File: src/rtl/seq_timer_pkg.sv
// Shared definitions for the seq_timer command-port responder: command
// codes, FSM state encoding, readback selects and status bit positions.
package seq_timer_pkg;

   localparam logic [3:0] SeqTimer_NOP = 4'h0;
   localparam logic [3:0] SeqTimer_LDV = 4'h1;
   localparam logic [3:0] SeqTimer_STR = 4'h2;
   localparam logic [3:0] SeqTimer_STP = 4'h3;
   localparam logic [3:0] SeqTimer_ACK = 4'h4;
   localparam logic [3:0] SeqTimer_SEL = 4'h5;

   typedef enum logic [1:0] {
      ST_IDLE = 2'h0,
      ST_RUN  = 2'h1,
      ST_DONE = 2'h2
   } state_t;

   localparam logic [1:0] RSEL_COUNT  = 2'd0;
   localparam logic [1:0] RSEL_RELOAD = 2'd1;
   localparam logic [1:0] RSEL_STATUS = 2'd2;
   localparam logic [1:0] RSEL_ID     = 2'd3;

   localparam int STAT_DONE = 0;
   localparam int STAT_RUN  = 1;
   localparam int STAT_ERR  = 7;

endpackage

File: src/rtl/seq_timer_if.sv
// Sequencer output-lane bus to the timer: command word and write enable in,
// readback and done flag out.
interface seq_timer_if;
   logic [11:0] cmd_word;
   logic        cmd_en;
   logic [7:0]  rdata;
   logic        done;

   modport master (output cmd_word, output cmd_en, input rdata, input done);
   modport slave  (input cmd_word, input cmd_en, output rdata, output done);
endinterface

File: src/rtl/seq_timer_prescaler.sv
// Free-running 0..PRESCALE-1 counter gated by enable; tick marks the wrap
// cycle. clear restarts the phase so a fresh start gets a full first period.
module seq_timer_prescaler #(
   parameter int PRESCALE = 4
) (
   input  logic clock,
   input  logic reset,
   input  logic enable,
   input  logic clear,
   output logic tick
);

   localparam int W = (PRESCALE > 1) ? $clog2(PRESCALE) : 1;
   localparam logic [W-1:0] LAST = W'(PRESCALE - 1);

   logic [W-1:0] cnt_q;
   logic [W-1:0] cnt_d;

   // next phase: clear wins, otherwise advance and wrap while enabled
   always_comb begin
      cnt_d = cnt_q;
      if (clear) begin
         cnt_d = '0;
      end else if (enable) begin
         cnt_d = (cnt_q == LAST) ? '0 : cnt_q + W'(1);
      end
   end

   // phase register
   always_ff @(posedge clock) begin
      if (reset) begin
         cnt_q <= '0;
      end else begin
         cnt_q <= cnt_d;
      end
   end

   assign tick = enable && (cnt_q == LAST);

endmodule

File: src/rtl/seq_timer.sv
// Prescaled 8-bit down-counter timer polled by the sequencer through a
// selectable readback. Optional macro SEQ_TIMER_AUTORELOAD_EN makes the timer
// reload and keep running at terminal count instead of stopping in DONE.
//
// state | meaning
// IDLE  | counter held
// RUN   | counting down one per prescaler tick
// DONE  | terminal count reached, count held at 0
module seq_timer #(
   parameter int          PRESCALE = 4,
   parameter logic [7:0]  TIMER_ID = 8'hA5
) (
   input  logic       clock,
   input  logic       reset,
   seq_timer_if.slave bus
);
   import seq_timer_pkg::*;

   logic [3:0] cmd_code;
   logic [7:0] cmd_data;
   state_t     state_q;
   logic [7:0] count_q;
   logic [7:0] reload_q;
   logic [1:0] rsel_q;
   logic       done_q;
   logic       err_q;
   logic       tick;
   logic       term_tick;
   logic       str_cmd;
   logic [7:0] status;

   assign cmd_code  = bus.cmd_word[11:8];
   assign cmd_data  = bus.cmd_word[7:0];
   assign str_cmd   = bus.cmd_en && (cmd_code == SeqTimer_STR);
   assign term_tick = (state_q == ST_RUN) && tick && (count_q <= 8'd1);

   seq_timer_prescaler #(.PRESCALE(PRESCALE)) u_prescaler (
      .clock  (clock),
      .reset  (reset),
      .enable (state_q == ST_RUN),
      .clear  (str_cmd),
      .tick   (tick)
   );

   // timer FSM: tick effects first, then any accepted command overrides them
   always_ff @(posedge clock) begin
      if (reset) begin
         state_q  <= ST_IDLE;
         count_q  <= 8'h00;
         reload_q <= 8'h00;
         rsel_q   <= RSEL_COUNT;
         done_q   <= 1'b0;
         err_q    <= 1'b0;
      end else begin
         if (state_q == ST_RUN && tick) begin
            if (count_q <= 8'd1) begin
               done_q <= 1'b1;
`ifdef SEQ_TIMER_AUTORELOAD_EN
               if (reload_q != 8'h00) begin
                  count_q <= reload_q;
               end else begin
                  count_q <= 8'h00;
                  state_q <= ST_DONE;
               end
`else
               count_q <= 8'h00;
               state_q <= ST_DONE;
`endif
            end else begin
               count_q <= count_q - 8'd1;
            end
         end

         if (bus.cmd_en) begin
            case (cmd_code)
               SeqTimer_NOP: ;
               SeqTimer_LDV: reload_q <= cmd_data;
               SeqTimer_STR: begin
                  if (reload_q == 8'h00) begin
                     count_q <= 8'h00;
                     state_q <= ST_DONE;
                     done_q  <= 1'b1;
                  end else begin
                     count_q <= reload_q;
                     state_q <= ST_RUN;
                     done_q  <= done_q;
                  end
               end
               SeqTimer_STP: begin
                  if (state_q == ST_RUN) begin
                     state_q <= ST_IDLE;
                     count_q <= count_q;
                     done_q  <= done_q;
                  end
               end
               SeqTimer_ACK: begin
                  // a terminal tick in the same cycle keeps the flag set
                  if (!term_tick) begin
                     done_q <= 1'b0;
                  end
                  if (state_q == ST_DONE) begin
                     state_q <= ST_IDLE;
                  end
               end
               SeqTimer_SEL: rsel_q <= cmd_data[1:0];
               default:      err_q  <= 1'b1;
            endcase
         end
      end
   end

   // readback mux over registered state
   always_comb begin
      status            = 8'h00;
      status[STAT_DONE] = done_q;
      status[STAT_RUN]  = (state_q == ST_RUN);
      status[STAT_ERR]  = err_q;
      case (rsel_q)
         RSEL_COUNT:  bus.rdata = count_q;
         RSEL_RELOAD: bus.rdata = reload_q;
         RSEL_STATUS: bus.rdata = status;
         default:     bus.rdata = TIMER_ID;
      endcase
   end

   assign bus.done = done_q;

endmodule

File: src/flat_wrapper.sv
// flat-port wrapper written by rule: the top's interface ports become plain ports
module seq_timer_flat import seq_timer_pkg::*;
#(
   parameter int          PRESCALE = 4,
   parameter logic [7:0]  TIMER_ID = 8'hA5
)
  (clock, reset, bus_cmd_word, bus_cmd_en, bus_rdata, bus_done);
  seq_timer_if bus_i ();
  input  logic clock;
  input  logic reset;
  input wire logic [$bits(bus_i.cmd_word)-1:0] bus_cmd_word;
  input wire logic [$bits(bus_i.cmd_en)-1:0] bus_cmd_en;
  output wire logic [$bits(bus_i.rdata)-1:0] bus_rdata;
  output wire logic [$bits(bus_i.done)-1:0] bus_done;
  assign bus_i.cmd_word = bus_cmd_word;
  assign bus_i.cmd_en = bus_cmd_en;
  assign bus_rdata = bus_i.rdata;
  assign bus_done = bus_i.done;
  seq_timer #(.PRESCALE(PRESCALE), .TIMER_ID(TIMER_ID)) u_core (.clock(clock), .reset(reset), .bus(bus_i));
endmodule
File: config.mk
export PLATFORM = sky130hd
export DESIGN_NAME = seq_timer_flat
export DESIGN_NICKNAME = d
export VERILOG_FILES = /design/src/rtl/seq_timer_pkg.sv /design/src/rtl/seq_timer_if.sv /design/src/rtl/seq_timer_prescaler.sv /design/src/rtl/seq_timer.sv /design/src/flat_wrapper.sv
export SDC_FILE = /design/constraint.sdc
export NUM_CORES = 1
export LEC_CHECK = 0
export CORE_MARGIN = 3
export CORE_UTILIZATION = 40
export CTS_BUF_LIST = sky130_fd_sc_hd__clkbuf_16
export DETAILED_ROUTE_END_ITERATION = 6
export GPL_TIMING_DRIVEN = 1
export PLACE_DENSITY = 0.67
export SKIP_LAST_GASP = 1
export SYNTH_ARGS = -nofsm -noshare
export SYNTH_HDL_FRONTEND = slang
export SYNTH_SLANG_ARGS = --single-unit
File: constraint.sdc
create_clock -name clock -period 1.7 [get_ports clock]
set_input_delay 0.34 -clock clock [delete_from_list [all_inputs] [get_ports clock]]
set_output_delay 0.34 -clock clock [all_outputs]
set_load 0.01 [all_outputs]
==> summary.md <==
| Metric | Value |
|---|---|
| Die Y | `67.9 µm` |
| # clock sinks | `24` |
| RR Startpoint | `u_core.count_q[0]$_SDFFE_PP0P_` |
| Max H-tree Level | `1` |
| Slew Limit Fails | `0` |
| Sequential share of the synthesized area | `31.3%` |
| Largest family of logic cells by synthesized area | `simple AND/OR/NAND/NOR gates` |
| DR iter-0 viols | `115` |
| I/O pin total | `24` |
| Reg clk slew, reported paths | `60 ps` |
| Post-route ant nets | `0` |
| Max-slew headroom | `71.6%` |
| Max Cap Violations | `0` |
| Post-synthesis xor/xnor area fraction | `0%` |
| Multiplexer share of the synthesized area | `9.14%` |
| Later-pin clock latency in the skew report | `260 ps` |
| CP Cell Sequence | `buf_12 -> nor2b_1 -> a211oi_2 -> a21oi_1 -> dlygate4sd2_1` |
| Total negative slack | `0 ps` |
| Crit-path leading delay family | `buffers and inverters` |
| Post-synth top cells | `dfxtp_1 (24), nor2_1 (20), nand2_1 (17), mux2i_1 (14)` |
| RSZ-0062 raised after global routing | `yes` |
| Max FO, Critical Path | `14` |
| Cell area power density | `563 mW/mm²` |
| Crit-path max cell delay | `340 ps` |
| Adder-cell area share of the yosys netlist | `2.45%` |
| CP Data Required Time | `1360 ps` |
| Synthesized area | `0.00153 mm²` |
| Slowest-stage cell, CP | `dfxtp_2` |
| Critical path launch point type | `flip-flop` |
| Status | `finished clean` |
| Initial antenna violation count | `0` |
| Remaining DRCs | `0` |
| Worst R2R Setup Slack | `100 ps` |
| Synthesized instance count | `187` |
| Avg Vias per Cell | `5.77` |
| Die width | `67.9 µm` |
| Area Overhead vs Synth | `44.9%` |
| Post-synth top area share | `31.3%` |
| DR WL/cell | `16.3 µm` |
| Leakage | `0.940 nW` |
| Fin cells | `290` |
| Worst vdd ir | `0.419 mV` |
| Pin count of the biggest net entering global routing | `16` |
| Top FF cell, synth | `dfxtp_1` |
| Placed Cells | `284` |
| #FFs+latches synth | `24` |
| Initial core utilization | `43.6%` |
| Top cells by area, synth | `dfxtp_1 (31%), mux2i_1 (9.1%), nor2_1 (4.9%)` |
| EDFF count, synth | `0` |
| Hold WC Path Type | `reg -> reg` |
| DRT Pass-1 Iters | `4` |
| FFs w/ async S/R, synth | `0%` |
| CP startpoint | `u_core.rsel_q[0]$_SDFFE_PP0P_` |
| Hold slack | `472 ps` |
| First-pass GRT wire length | `7460 µm` |
| Core box area | `0.00352 mm²` |
| Syn_area_per_cell | `8.20 µm²` |
| Fillers | `318` |
| Setup-failing EPs final | `0` |
| Clock root cell | `clkbuf_16` |
| CTS Buffer Depth | `2` |
| Hold_buf cts | `0` |
| Setup CP Type | `reg -> out` |
| Post-synthesis compound-gate area fraction | `22.0%` |
| Row cnt | `21` |
| GRT Resource Usage Total | `21.4%` |
| Post-Synth Simple-Gate Area | `30.7%` |
| Placed cell areas | `0.00207 mm²` |
| YS warnings | `0` |
| Final wirelength | `4730 µm` |
| Crit path buf inv count | `2` |
| Cell taking the most area after synthesis | `dfxtp_1` |
| GRT overflow | `0` |
| DIE AREA | `0.00461 mm²` |
| Fin crit share | `98.9%` |
| Final hold vios | `0` |
| PortBufs | `23` |
| Worst Hold Launch | `u_core.err_q$_SDFFE_PP0P_` |
| Unique masters post-synth | `47` |
| Design Area, Final | `0.00222 mm²` |
| CTS tree | `built` |
| CTS Buf Count | `3` |
| Least-Margin Pin Slew | `421 ps` |
| Worst Setup End Kind | `output port` |
| ANT cells | `0` |
| Share of cells above drive strength 1 | `28.7%` |
| Setup Skew | `3.94 ps` |
| Syn_nets | `205` |
| Nets | `264` |
| Count leader, synth | `dfxtp_1` |
| Vias in the first global route | `1602` |
| Tmin final | `1680 ps` |
| Critical path data arrival time | `1340 ps` |
| GPL Wtd Cong | `0.951` |
| HPWL Detailed | `3570 µm` |
| Fmax | `595 MHz` |
| Vias post-DR | `1674` |
registers in the layout, summed over array words and instances, names as in the netlist:
register / cells
u_core.state_q: 2
u_core.bus.done: 1
u_core.count_q: 8
u_core.reload_q: 8
u_core.err_q: 1
u_core.u_prescaler.cnt_q: 2
u_core.rsel_q: 2
per-layer routing:
metal	vias up	global-route usage (%)	wire, µm
met5	-	0	0
met4	0	5.46	45
met3	4	4.11	206
met2	52	38.0	2330
met1	803	26.3	2140
li1	815	-	-
cell type report:
| type | count | area, µm² | share of cell area (%) |
|---|---|---|---|
| Inverter | 5 | 18.8 | 0.845 |
| Sequential cell | 24 | 485 | 21.8 |
| Timing Repair Buffer | 64 | 544 | 24.5 |
| Multi-Input combinational cell | 148 | 1040 | 46.8 |
| Clock buffer | 3 | 75.1 | 3.38 |
| Tap cell | 46 | 57.6 | 2.59 |
logic make-up after synthesis:
| group | after synthesis |
|---|---|
| simple gates | 81 |
| compound gates | 50 |
| flops | 24 |
| buf+inv | 15 |
| mux | 14 |
| fa+ha+maj | 3 |
timing repair:
| action | CTS | global route |
|---|---|---|
| resized for setup | 15 | 15 |
| endpoints found under the setup margin | 9 | 12 |
| setup buffers | 0 | 3 |
| endpoints found under the hold margin | 0 | 0 |
| pin swaps | 2 | 7 |
cell usage in the layout, fill, tap and decap left out, types with 2 or more instances in the layout:
| cell type | synthesis | final |
|---|---|---|
| inv_2 | 0 | 2 |
| mux2i_1 | 14 | 14 |
| a21oi_1 | 9 | 9 |
| nand3_1 | 6 | 5 |
| inv_1 | 5 | 3 |
| a211oi_2 | 0 | 2 |
| nand4_1 | 3 | 3 |
| ha_2 | 0 | 2 |
| o32ai_1 | 4 | 4 |
| a211oi_1 | 4 | 2 |
| nand3b_1 | 4 | 4 |
| nand2b_1 | 4 | 4 |
| nor2b_1 | 2 | 2 |
| and3_4 | 1 | 2 |
| and3_1 | 3 | 2 |
| o2bb2ai_1 | 2 | 2 |
| o21ai_0 | 10 | 10 |
| dfxtp_2 | 0 | 4 |
| nor3_1 | 4 | 4 |
| clkdlybuf4s50_1 | 0 | 14 |
| buf_4 | 2 | 39 |
| a31oi_1 | 10 | 10 |
| o211ai_1 | 2 | 2 |
| dfxtp_1 | 24 | 20 |
| clkbuf_16 | 0 | 3 |
| nand2_1 | 17 | 17 |
| dlygate4sd2_1 | 0 | 6 |
| nor2_1 | 20 | 20 |
| nor4_1 | 4 | 4 |
path summary, 6_finish.rpt:
check                                         to  cells past startpoint
hold reg to reg        u_core.err_q$_SDFFE_PP0P_                      2
setup reg to reg  u_core.count_q[5]$_SDFFE_PP0P_                      8
hold / removal         u_core.err_q$_SDFFE_PP0P_                      2
setup / recovery                    bus_rdata[7]                      5
power breakdown:
part	leakage [nW]	internal [mW]	switching, mW
registers	0.196	0.569	0.00616
logic	0.707	0.0829	0.0688
clock network	0.0370	0.312	0.212
worst register-to-register path: stages, from the launching register on:
cell and delay (ps):
dfxtp_2 330, buf_4 120, ha_2 170, or2_4 230, buf_4 150, nand4b_4 120
buf_4 130, nand2_1 40, o32ai_1 210
through the flow:
step / power [mW] / util, % / worst slack, ps
2_1_floorplan: 0.645 / - / 32.7
3_3_place_gp: 0.726 / 58.9 / -216
3_5_place_dp: 0.730 / 58.9 / -247
4_1_cts: 1.24 / 61.1 / -60.3
5_1_grt: 1.28 / 63.1 / -44.9
6_report: 1.25 / 63.1 / 18.4
Note: power is estimated with default switching activity, not from simulation.
